<file path="src/rtl/voice_scheduler.sv">
// voice_scheduler: derives the audio sample tick from clk and, on every
// tick, walks each voice through the shared oscillator/gain datapath using a
// req/ack handshake. It owns the per-voice phase accumulators and sums the
// returned voice samples into one mixed output sample per tick.
//
// state  | meaning
// -------+------------------------------------------------------------------
// S_IDLE | waiting for the sample tick; mix is cleared when a tick arrives
// S_WAIT | dp_req high for voice dp_voice; each ack accumulates and advances
// S_DONE | sample_valid pulse carrying the scaled mix, then back to S_IDLE
module voice_scheduler #(
    parameter int NUM_VOICES = 4,
    parameter int TICK_DIV   = 272,
    parameter int PHASE_W    = 16,
    parameter int SAMPLE_W   = 16,
    localparam int VW        = $clog2(NUM_VOICES)
) (
    input  logic                       clk,
    input  logic                       rst,
    input  logic                       cfg_we,
    input  logic [VW-1:0]              cfg_addr,
    input  logic [PHASE_W-1:0]         cfg_data,
    output logic                       dp_req,
    output logic [VW-1:0]              dp_voice,
    output logic [PHASE_W-1:0]         dp_phase,
    input  logic                       dp_ack,
    input  logic signed [SAMPLE_W-1:0] dp_sample,
    output logic signed [SAMPLE_W-1:0] sample_out,
    output logic                       sample_valid,
    output logic                       busy,
    output logic                       overrun
);

    localparam int CNT_W = $clog2(TICK_DIV);
    localparam int MIX_W = SAMPLE_W + VW;
    localparam logic [CNT_W-1:0] TICK_LAST = CNT_W'(TICK_DIV - 1);
    localparam logic [VW-1:0]    LAST_V    = VW'(NUM_VOICES - 1);

    typedef enum logic [1:0] {
        S_IDLE = 2'd0,
        S_WAIT = 2'd1,
        S_DONE = 2'd2
    } state_t;

    state_t                     state;
    logic [CNT_W-1:0]           tick_cnt;
    logic                       tick;
    logic [PHASE_W-1:0]         phase [NUM_VOICES];
    logic [PHASE_W-1:0]         inc   [NUM_VOICES];
    logic signed [MIX_W-1:0]    mix;
    logic signed [MIX_W-1:0]    samp_ext;
    logic signed [MIX_W-1:0]    mix_next;
    logic signed [MIX_W-1:0]    mix_scaled;
    logic [VW-1:0]              next_voice;

    assign tick       = (tick_cnt == TICK_LAST);
    assign samp_ext   = {{VW{dp_sample[SAMPLE_W-1]}}, dp_sample};
    assign mix_next   = mix + samp_ext;
    // Mix cannot exceed NUM_VOICES full-scale samples, so after dividing by
    // NUM_VOICES the top VW bits are pure sign and can be dropped.
    assign mix_scaled = mix_next >>> VW;
    assign next_voice = dp_voice + 1'b1;
    assign busy       = (state != S_IDLE);

    // Sample-tick divider: counts 0..TICK_DIV-1, tick on the last count.
    always_ff @(posedge clk) begin
        if (rst) begin
            tick_cnt <= '0;
        end else if (tick) begin
            tick_cnt <= '0;
        end else begin
            tick_cnt <= tick_cnt + 1'b1;
        end
    end

    // Phase-increment registers, written at any time without stalling the scheduler.
    always_ff @(posedge clk) begin
        if (rst) begin
            for (int i = 0; i < NUM_VOICES; i++) begin
                inc[i] <= '0;
            end
        end else if (cfg_we) begin
            inc[cfg_addr] <= cfg_data;
        end
    end

    // Scheduler FSM: handshake, phase accumulation, mixing and overrun flag.
    always_ff @(posedge clk) begin
        if (rst) begin
            state        <= S_IDLE;
            dp_req       <= 1'b0;
            dp_voice     <= '0;
            dp_phase     <= '0;
            mix          <= '0;
            sample_out   <= '0;
            sample_valid <= 1'b0;
            overrun      <= 1'b0;
            for (int i = 0; i < NUM_VOICES; i++) begin
                phase[i] <= '0;
            end
        end else begin
            sample_valid <= 1'b0;
            if (tick && (state != S_IDLE)) begin
                overrun <= 1'b1;
            end
            case (state)
                S_IDLE: begin
                    if (tick) begin
                        mix      <= '0;
                        dp_voice <= '0;
                        dp_phase <= phase[0];
                        dp_req   <= 1'b1;
                        state    <= S_WAIT;
                    end
                end
                S_WAIT: begin
                    if (dp_ack) begin
                        mix             <= mix_next;
                        // inc is read before any same-cycle cfg write lands.
                        phase[dp_voice] <= phase[dp_voice] + inc[dp_voice];
                        if (dp_voice == LAST_V) begin
                            dp_req       <= 1'b0;
                            sample_out   <= mix_scaled[SAMPLE_W-1:0];
                            sample_valid <= 1'b1;
                            state        <= S_DONE;
                        end else begin
                            dp_voice <= next_voice;
                            dp_phase <= phase[next_voice];
                        end
                    end
                end
                S_DONE: begin
                    state <= S_IDLE;
                end
                default: begin
                    state  <= S_IDLE;
                    dp_req <= 1'b0;
                end
            endcase
        end
    end

endmodule

</file>
<file path="config.mk">
export PLATFORM = sky130hd
export DESIGN_NAME = voice_scheduler
export DESIGN_NICKNAME = d
export VERILOG_FILES = /design/src/rtl/voice_scheduler.sv
export SDC_FILE = /design/constraint.sdc
export NUM_CORES = 1
export LEC_CHECK = 0
export CORE_ASPECT_RATIO = 1.2
export CORE_UTILIZATION = 50
export CTS_CLUSTER_SIZE = 14
export DETAILED_ROUTE_END_ITERATION = 12
export HOLD_SLACK_MARGIN = 0.02
export PLACE_DENSITY = 0.68
export SLEW_MARGIN = 20
export SYNTH_ARGS = -nofsm -noshare
export SYNTH_HDL_FRONTEND = slang
export SYNTH_SLANG_ARGS = --single-unit
</file>
<file path="constraint.sdc">
create_clock -name clk -period 9.9 [get_ports clk]
set_clock_uncertainty 0.1 [all_clocks]
set_input_delay 2.97 -clock clk [delete_from_list [all_inputs] [get_ports clk]]
set_output_delay 2.97 -clock clk [all_outputs]
set_load 0.02 [all_outputs]
</file>
==> flow_metrics.env, run 1 <==
export IMPL_status="finished clean"
export IMPL_synth_simple_area_share_pct=15.5
export IMPL_critPathLaunch="dp_ack"
export IMPL_vias_per_cell=5.68
export IMPL_worst_pin_slew_ps=1010
export IMPL_num_nets_final=986
export IMPL_synth_top_family_by_area="simple AND/OR/NAND/NOR gates"
export IMPL_port_buffers=75
export IMPL_ir_drop_mv=0.133
export IMPL_ys_types=71
export IMPL_grt_max_degree=35
export IMPL_numCtsBuffers=17
export IMPL_drt_iter0_drc=441
export IMPL_num_vias=6707
export IMPL_dp_hpwl_um=15100
export IMPL_initial_core_util_pct=51.5
export IMPL_cts_tree="built"
export IMPL_overflow=0
export IMPL_routed_wl_um=21600
export IMPL_ys_seq_area_share_pct=53.2
export IMPL_syn_area_per_cell_um2=11.6
export IMPL_wl_per_cell_um=18.3
export IMPL_cp_required_ps=9870
export IMPL_pwr_density_cell_nw_per_um2=156
export IMPL_area_growth_syn_to_layout_pct=16.5
export IMPL_drive_gt1_share_pct=13.1
export IMPL_io_pins=76
export IMPL_synthCells=846
export IMPL_grt_pass1_wl_um=34300
export IMPL_postCtsSetupBuffers=0
export IMPL_placed_cell_area_um2=10800
export IMPL_holdWs_ps=353
export IMPL_ys_ff_latch=196
export IMPL_finalSetupViolations=0
export IMPL_ant_nets=0
export IMPL_critPathMaxFanout=23
export IMPL_endpoint_kind="register"
export IMPL_drv_slew=0
export IMPL_num_rows=55
export IMPL_seq_area_um2=5210
export IMPL_synth_edff_count=128
export IMPL_synth_ff_type="edfxtp_1"
export IMPL_drc=0
export IMPL_clockBufferDepth=2
export IMPL_final_period_utilization_pct=61.9
export IMPL_h_tree_depth=4
export IMPL_fin_setup_tns_ps=0
export IMPL_synth_mux_area_share_pct=9.17
export IMPL_critPathLaunchType="primary input"
export IMPL_drv_cap=0
export IMPL_dr_pass1_iters=5
export IMPL_synthXorXnorAreaFrac_pct=3.39
export IMPL_power_mw=1.78
export IMPL_core_um2=19000
export IMPL_min_path_type="reg -> reg"
export IMPL_fin_crit_ps=6130
export IMPL_synthArstFlopShare_pct=0
export IMPL_clkSlewWorstSetupHoldPaths_ps=80
export IMPL_diodes=0
export IMPL_synth_compound_area_share_pct=11.9
export IMPL_syn_cell_area_um2=9790
export IMPL_layout_commonest_cell="edfxtp_1"
export IMPL_slew_headroom_pct=33.0
export IMPL_synth_fa_ha_area_share_pct=4.76
export IMPL_mostFrequentLayoutCells="edfxtp_1, nor2_1, clkdlybuf4s50_1"
export IMPL_cts_resized=0
export IMPL_die_y_um=155
export IMPL_clock_latency_ps=440
export IMPL_grt_antenna_before_repair=0
export IMPL_dieArea_um2=20100
export IMPL_ys_warn_count=0
export IMPL_rsz0062_at_grt="false"
export IMPL_gp_congestion=0.813
export IMPL_utilization_pct=60.0
export IMPL_grt_pass1_vias=6529
export IMPL_synth_fp_nets=920
export IMPL_grtUsageTotal_pct=22.7
export IMPL_multi_input_area_um2=4380
export IMPL_path_class="in -> reg"
export IMPL_hold_buffers=0
export IMPL_fmax_mhz=163
export IMPL_clkSinkCount=196
export IMPL_min_from="dp_phase[7]"
export IMPL_hold_violations=0
export IMPL_cts_root_buf="clkbuf_16"
export IMPL_fill_cells=1624
export IMPL_die_x_um=130
export IMPL_arrival_ps=6090
export IMPL_final_cell_area_um2=11400
export IMPL_p_leak_nw=4.06
worst paths after layout:
check / endpoint / slack [ps] / cells past startpoint
max: phase[0][2] / 3770 / 5
min: dp_phase[7] / 350 / 2
max reg2reg: phase[3][14] / 5990 / 11
min reg2reg: dp_phase[7] / 350 / 2
stage by stage:
step	setup WS (ps)	std cells
finish	3770	1181
global route	3510	1181
CTS	3790	1181
detailed placement	3340	1149
global placement	3440	1149
floorplan	4920	846
layout make-up:
| class | instances | share of cell area (%) |
|---|---|---|
| Clock buffer | 17 | 3.73 |
| Clock inverter | 15 | 1.69 |
| Inverter | 8 | 0.263 |
| Multi-Input combinational cell | 601 | 38.4 |
| Sequential cell | 196 | 45.7 |
| Tap cell | 256 | 2.81 |
| Timing Repair Buffer | 88 | 7.40 |
report_power, final:
group / internal [mW] / switching, mW
registers: 0.904 / 0.0146
clock network: 0.348 / 0.355
logic: 0.0659 / 0.0917
synthesized netlist by cell type, types with 3 or more instances:
cell type,count,area (um^2)
edfxtp_1,128,3840
nor2_1,114,428
nand2_1,72,270
dfxtp_1,68,1360
and2_1,66,413
a21oi_1,52,260
ha_1,34,425
clkbuf_1,33,124
mux4_2,31,698
xnor2_1,22,193
o211ai_1,16,120
mux2_2,15,169
o22ai_1,15,93.8
a21o_1,14,105
xor2_1,14,123
nand2b_1,11,68.8
o21ai_0,11,55.1
a22oi_1,9,67.6
nand3_1,9,45.0
inv_1,8,30.0
nor3_1,8,40.0
nor2b_1,7,43.8
a22o_1,5,43.8
or2_2,5,31.3
buf_2,4,20.0
o21bai_1,4,30.0
o31ai_1,4,30.0
a31o_2,3,26.3
a31oi_1,3,18.8
and3_1,3,18.8
mux2i_1,3,30.0
nand3b_1,3,22.5
o21a_1,3,22.5
o21ai_1,3,15.0
registers in the layout (all words and copies together) (netlist names), named ones only:
| signal | cells |
|---|---|
| dp_req | 1 |
| sample_out | 16 |
| overrun | 1 |
| mix | 18 |
| dp_voice | 2 |
| state | 2 |
| phase | 64 |
| sample_valid | 1 |
| dp_phase | 16 |
| tick_cnt | 9 |
| inc | 64 |
logic make-up after synthesis:
logic type	Yosys count
buffers and inverters	49
adders and majority gates	36
muxes	49
DFF	196
AOI/OAI and AO/OA	166
xor gates and xnor gates	37
and+or+nand+nor	313
critical path, stage by stage:
cell and delay [ps]:
clkdlybuf4s50_1 520, and2_1 480, nand2b_1 670, or3_1 800, nand2b_1 640
layer usage:
metal | wire (um) | vias to the layer above | part of all wire [%] | GRT usage (%)
met1 | 9470 | 3233 | 44 | 29.7
met4 | 434 | 0 | 2.0 | 8.03
met3 | 1120 | 33 | 5.2 | 4.44
met5 | 0 | - | 0 | 0
met2 | 10500 | 200 | 49 | 37.5
li1 | - | 3241 | - | -
(Power assumes the default switching activity.)
==> run 2: changes to the inputs <==
- clock period: 9.9 -> 6.3 ns (I/O delays scaled with it)
==> run 2 against run 1 <==
Compared with the run above: combinational power up 56%; die area unchanged; clock-buffer cell count unchanged; via count is 0.48% lower; global-route usage rose by 0.25 points; critical path type unchanged.
==> flow_metrics.env, run 2 (synthesis gave the netlist of run 1 again) <==
export IMPL_port_buffers=75
export IMPL_rr_worst_depth=10
export IMPL_routed_wl_um=21600
export IMPL_io_pins=76
export IMPL_wl_met1_um=9730
export IMPL_h_tree_depth=4
export IMPL_min_path_type="reg -> reg"
export IMPL_crit_chain="clkdlybuf4s50_1, and2_1, nand2b_1, buf_4, or3_1, nand2b_1"
export IMPL_ant_nets=0
export IMPL_final_cell_area_um2=11400
export IMPL_cts_tree="built"
export IMPL_finalSetupViolations=0
export IMPL_drc=0
export IMPL_path_class="in -> reg"
export IMPL_met3WireLength_um=848
export IMPL_endpoint_kind="register"
export IMPL_wl_per_cell_um=18.3
export IMPL_layout_commonest_cell="edfxtp_1"
export IMPL_hold_end="sample_out[5]"
export IMPL_seq_area_um2=5210
export IMPL_gp_congestion=0.856
export IMPL_clock_latency_ps=450
export IMPL_mostFrequentLayoutCells="edfxtp_1, nor2_1, clkdlybuf4s50_1"
export IMPL_diodes=0
export IMPL_critPathTopFamily="simple AND/OR/NAND/NOR gates"
export IMPL_num_nets_final=989
export IMPL_internal_power_mw=2.06
export IMPL_path_buf_inv=2
export IMPL_critPathMaxFanout=23
export IMPL_route_met2_wl_um=10800
export IMPL_overflow=0
export IMPL_num_vias=6675
export IMPL_rsz0062_at_grt="false"
export IMPL_dieArea_um2=20100
export IMPL_dp_hpwl_um=15100
export IMPL_postCtsSetupBuffers=0
export IMPL_area_growth_syn_to_layout_pct=16.5
export IMPL_holdPathStages=2
export IMPL_dr_pass1_iters=5
export IMPL_power_mw=2.78
export IMPL_fin_setup_tns_ps=0
export IMPL_cts_resized=0
export IMPL_drive_gt1_share_pct=13.4
export IMPL_p_sw_mw=0.711
export IMPL_drt_iter0_drc=493
export IMPL_p_leak_nw=4.07
export IMPL_critPathMaxStageDelay_ps=670
export IMPL_grtUsageTotal_pct=23.0
export IMPL_cts_root_buf="clkbuf_16"
export IMPL_path_common_cell="nand2b_1"
export IMPL_hold_violations=0
export IMPL_num_rows=55
export IMPL_fin_crit_ps=4500
export IMPL_ff2ff_setup_slack_ps=2300
export IMPL_slew_headroom_pct=32.5
export IMPL_hold_buffers=0
export IMPL_worst_pin_slew_ps=1010
export IMPL_drv_slew=0
export IMPL_initial_core_util_pct=51.5
export IMPL_final_period_utilization_pct=71.5
export IMPL_multi_input_area_um2=4380
export IMPL_core_um2=19000
export IMPL_die_y_um=155
export IMPL_vias_per_cell=5.64
export IMPL_grt_pass1_wl_um=34700
export IMPL_fill_cells=1602
export IMPL_r2r_end="phase[3][15]"
export IMPL_sw_frac_of_total_pct=25.6
export IMPL_top_regs="inc: 64 flops, phase: 64 flops, mix: 18 flops"
export IMPL_combPwrFrac_pct=8.9
export IMPL_status="finished clean"
export IMPL_min_from="sample_out[5]"
export IMPL_clkSinkCount=196
export IMPL_clkSlewWorstSetupHoldPaths_ps=80
export IMPL_routed_top_layer="met4"
export IMPL_ir_drop_mv=0.196
export IMPL_power_frac_seq_pct=52.0
export IMPL_arrival_ps=4470
export IMPL_grt_antenna_before_repair=0
export IMPL_cp_required_ps=6270
export IMPL_pwr_density_cell_nw_per_um2=243
export IMPL_critPathLaunchType="primary input"
export IMPL_grt_max_degree=34
export IMPL_path_depth=6
export IMPL_cpMaxStageDelayCell="nand2b_1"
export IMPL_grt_pass1_vias=6482
export IMPL_numCtsBuffers=17
export IMPL_die_x_um=130
export IMPL_clockBufferDepth=2
export IMPL_placed_cell_area_um2=10800
export IMPL_fmax_mhz=222
export IMPL_clkPwrFrac_pct=39.1
export IMPL_drv_cap=0
==> run 2: worst max-delay path by stage <==
stage / slack, ps / start / to
floorplan: 2400 / dp_sample[0] / mix[16]
global placement: 1430 / dp_ack / phase[0][11]
detailed placement: 1330 / dp_ack / phase[0][9]
CTS: 1790 / dp_ack / phase[0][2]
global route: 1640 / dp_ack / phase[0][1]
finish: 1800 / dp_ack / phase[0][2]
==> run 2: stage by stage <==
step	std cells	setup slack (ps)	hold slack, ps	utilization [%]
after floorplan	846	2400	318	-
after global placement	1152	1430	332	56.9
after detailed placement	1152	1330	347	56.9
after CTS	1184	1790	358	60.1
after global routing	1184	1640	375	60.1
final	1184	1800	354	60.1
==> run 2: cell type report <==
cell class              instances  area share [%]
clock inverters                15            1.52
clock buffers                  17            3.73
repair buffers                 91            7.59
multi-input cells             601            38.4
inverters                       8           0.263
well taps                     256            2.81
flip-flops and latches        196            45.7
==> run 2: layer usage <==
metal  global-route usage (%)  vias up
li1                         -     3239
met3                     3.71       16
met2                     39.1      165
met5                        0        -
met4                     5.37        0
met1                     30.7     3255
==> run 2: worst register-to-register path: cells and delay by family, from the launching register on <==
kind | cells | cell delay, ps
compound gates | 4 | 940
xor+xnor | 1 | 290
fa+ha+maj | 1 | 200
buf+inv | 1 | 370
flops | 1 | 830
mux | 1 | 530
simple gates | 2 | 470
==> run 2: power groups by stage <==
stage	sequential (mW)	combinational (mW)	clock (mW)
6_report	1.44	0.247	1.09
5_1_grt	1.45	0.271	1.15
4_1_cts	1.44	0.248	1.11
3_5_place_dp	1.47	0.245	0
3_3_place_gp	1.47	0.244	0
2_1_floorplan	1.46	0.166	0
==> run 3: changes to the inputs <==
- clock period: 6.3 -> 4.3 ns (I/O delays scaled with it)
==> run 3 against run 2 <==
Compared with the run above: first-iteration DRC count is 9.3% lower; die area stayed put; sequential power is 47% higher.
==> flow_metrics.env, run 3 (synthesis gave the netlist of run 1 again) <==
export IMPL_critPathMaxFanout=25
export IMPL_mostFrequentLayoutCells="edfxtp_1, nor2_1, clkdlybuf4s50_1"
export IMPL_top_regs="inc: 64 flops, phase: 64 flops, mix: 18 flops"
export IMPL_min_from="dp_phase[15]"
export IMPL_drv_slew=0
export IMPL_fin_cells=1194
export IMPL_min_path_type="reg -> reg"
export IMPL_vias_per_cell=5.55
export IMPL_overflow=0
export IMPL_fin_ws_ps=631
export IMPL_gp_congestion=0.881
export IMPL_final_cell_area_um2=11500
export IMPL_fin_setup_tns_ps=0
export IMPL_ant_nets=0
export IMPL_ir_drop_mv=0.305
export IMPL_core_um2=19000
export IMPL_hold_violations=0
export IMPL_drt_iter0_drc=447
export IMPL_holdWs_ps=351
export IMPL_grt_pass1_wl_um=33600
export IMPL_num_vias=6622
export IMPL_routed_wl_um=21300
export IMPL_clkSinkCount=196
export IMPL_die_y_um=155
export IMPL_final_period_utilization_pct=85.3
export IMPL_io_pins=76
export IMPL_dp_hpwl_um=15000
export IMPL_finalSetupViolations=0
export IMPL_numCtsBuffers=17
export IMPL_slew_headroom_pct=37.1
export IMPL_dieArea_um2=20100
export IMPL_grt_pass1_vias=6591
export IMPL_port_buffers=75
export IMPL_layout_commonest_cell="edfxtp_1"
export IMPL_dr_pass1_iters=4
export IMPL_cts_tree="built"
export IMPL_status="finished clean"
export IMPL_clkSlewWorstSetupHoldPaths_ps=70
export IMPL_wl_per_cell_um=17.8
export IMPL_grt_max_degree=61
export IMPL_placed_cell_area_um2=10900
export IMPL_postCtsSetupBuffers=0
export IMPL_hold_buffers=0
export IMPL_clockBufferDepth=2
export IMPL_endpoint_kind="register"
export IMPL_path_class="reg -> reg"
export IMPL_fin_crit_ps=3670
export IMPL_arrival_ps=3740
export IMPL_area_growth_syn_to_layout_pct=17.3
export IMPL_post_place_ws_ps=332
export IMPL_cp_required_ps=4370
export IMPL_critPathLaunchType="register"
export IMPL_power_mw=4.00
export IMPL_fmax_mhz=273
export IMPL_h_tree_depth=4
export IMPL_diodes=0
export IMPL_grtUsageTotal_pct=22.3
export IMPL_rsz0062_at_grt="false"
export IMPL_p_leak_nw=4.11
export IMPL_num_rows=55
export IMPL_pwr_density_cell_nw_per_um2=348
export IMPL_dp_cells=1162
export IMPL_initial_core_util_pct=51.5
export IMPL_cts_resized=0
export IMPL_drive_gt1_share_pct=14.2
export IMPL_grt_antenna_before_repair=0
export IMPL_die_x_um=130
export IMPL_drc=0
export IMPL_drv_cap=0
export IMPL_cts_root_buf="clkbuf_16"
export IMPL_clock_latency_ps=440
export IMPL_utilization_pct=60.4
export IMPL_worst_pin_slew_ps=944
export IMPL_num_nets_final=999
[run 3: worst max-delay path: stages (launching register included)]
cell      delay, ps
dfxtp_2         500
buf_12          260
mux4_2          550
ha_1            370
a21o_1          200
a21oi_1         230
o21ai_1         190
or3b_1          380
o221ai_1        290
xnor2_1         250
nor2_1           90
[run 3: report_power, final]
group	internal [mW]	switching [mW]	leakage, nW	total, mW
clock network	0.768	0.765	0.274	1.53
logic	0.154	0.201	2.06	0.356
registers	2.08	0.0292	1.78	2.11
total	3.00	0.996	4.11	4.00
[run 3: per-layer routing]
| layer | vias to the layer above | GRT usage [%] | part of all wire [%] |
|---|---|---|---|
| li1 | 3258 | - | - |
| met1 | 3196 | 27.2 | 42 |
| met2 | 146 | 39.5 | 52 |
| met3 | 22 | 4.33 | 4.5 |
| met4 | 0 | 6.87 | 1.4 |
| met5 | - | 0 | 0 |
[run 3: path summary, 6_finish.rpt]
check / end / slack (ps) / cells after the start
worst min register to register: dp_phase[15] / 350 / 2
worst min-delay path: dp_phase[15] / 350 / 2
worst max-delay path: phase[0][15] / 630 / 10
worst max register to register: phase[0][15] / 630 / 10
[run 3: final cells by class]
class	instances	area (um^2)
Fill cell	1640	7520
Tap cell	256	320
Clock buffer	17	425
Multi-Input combinational cell	601	4380
Inverter	8	30.0
Sequential cell	196	5210
Timing Repair Buffer	101	978
Clock inverter	15	138
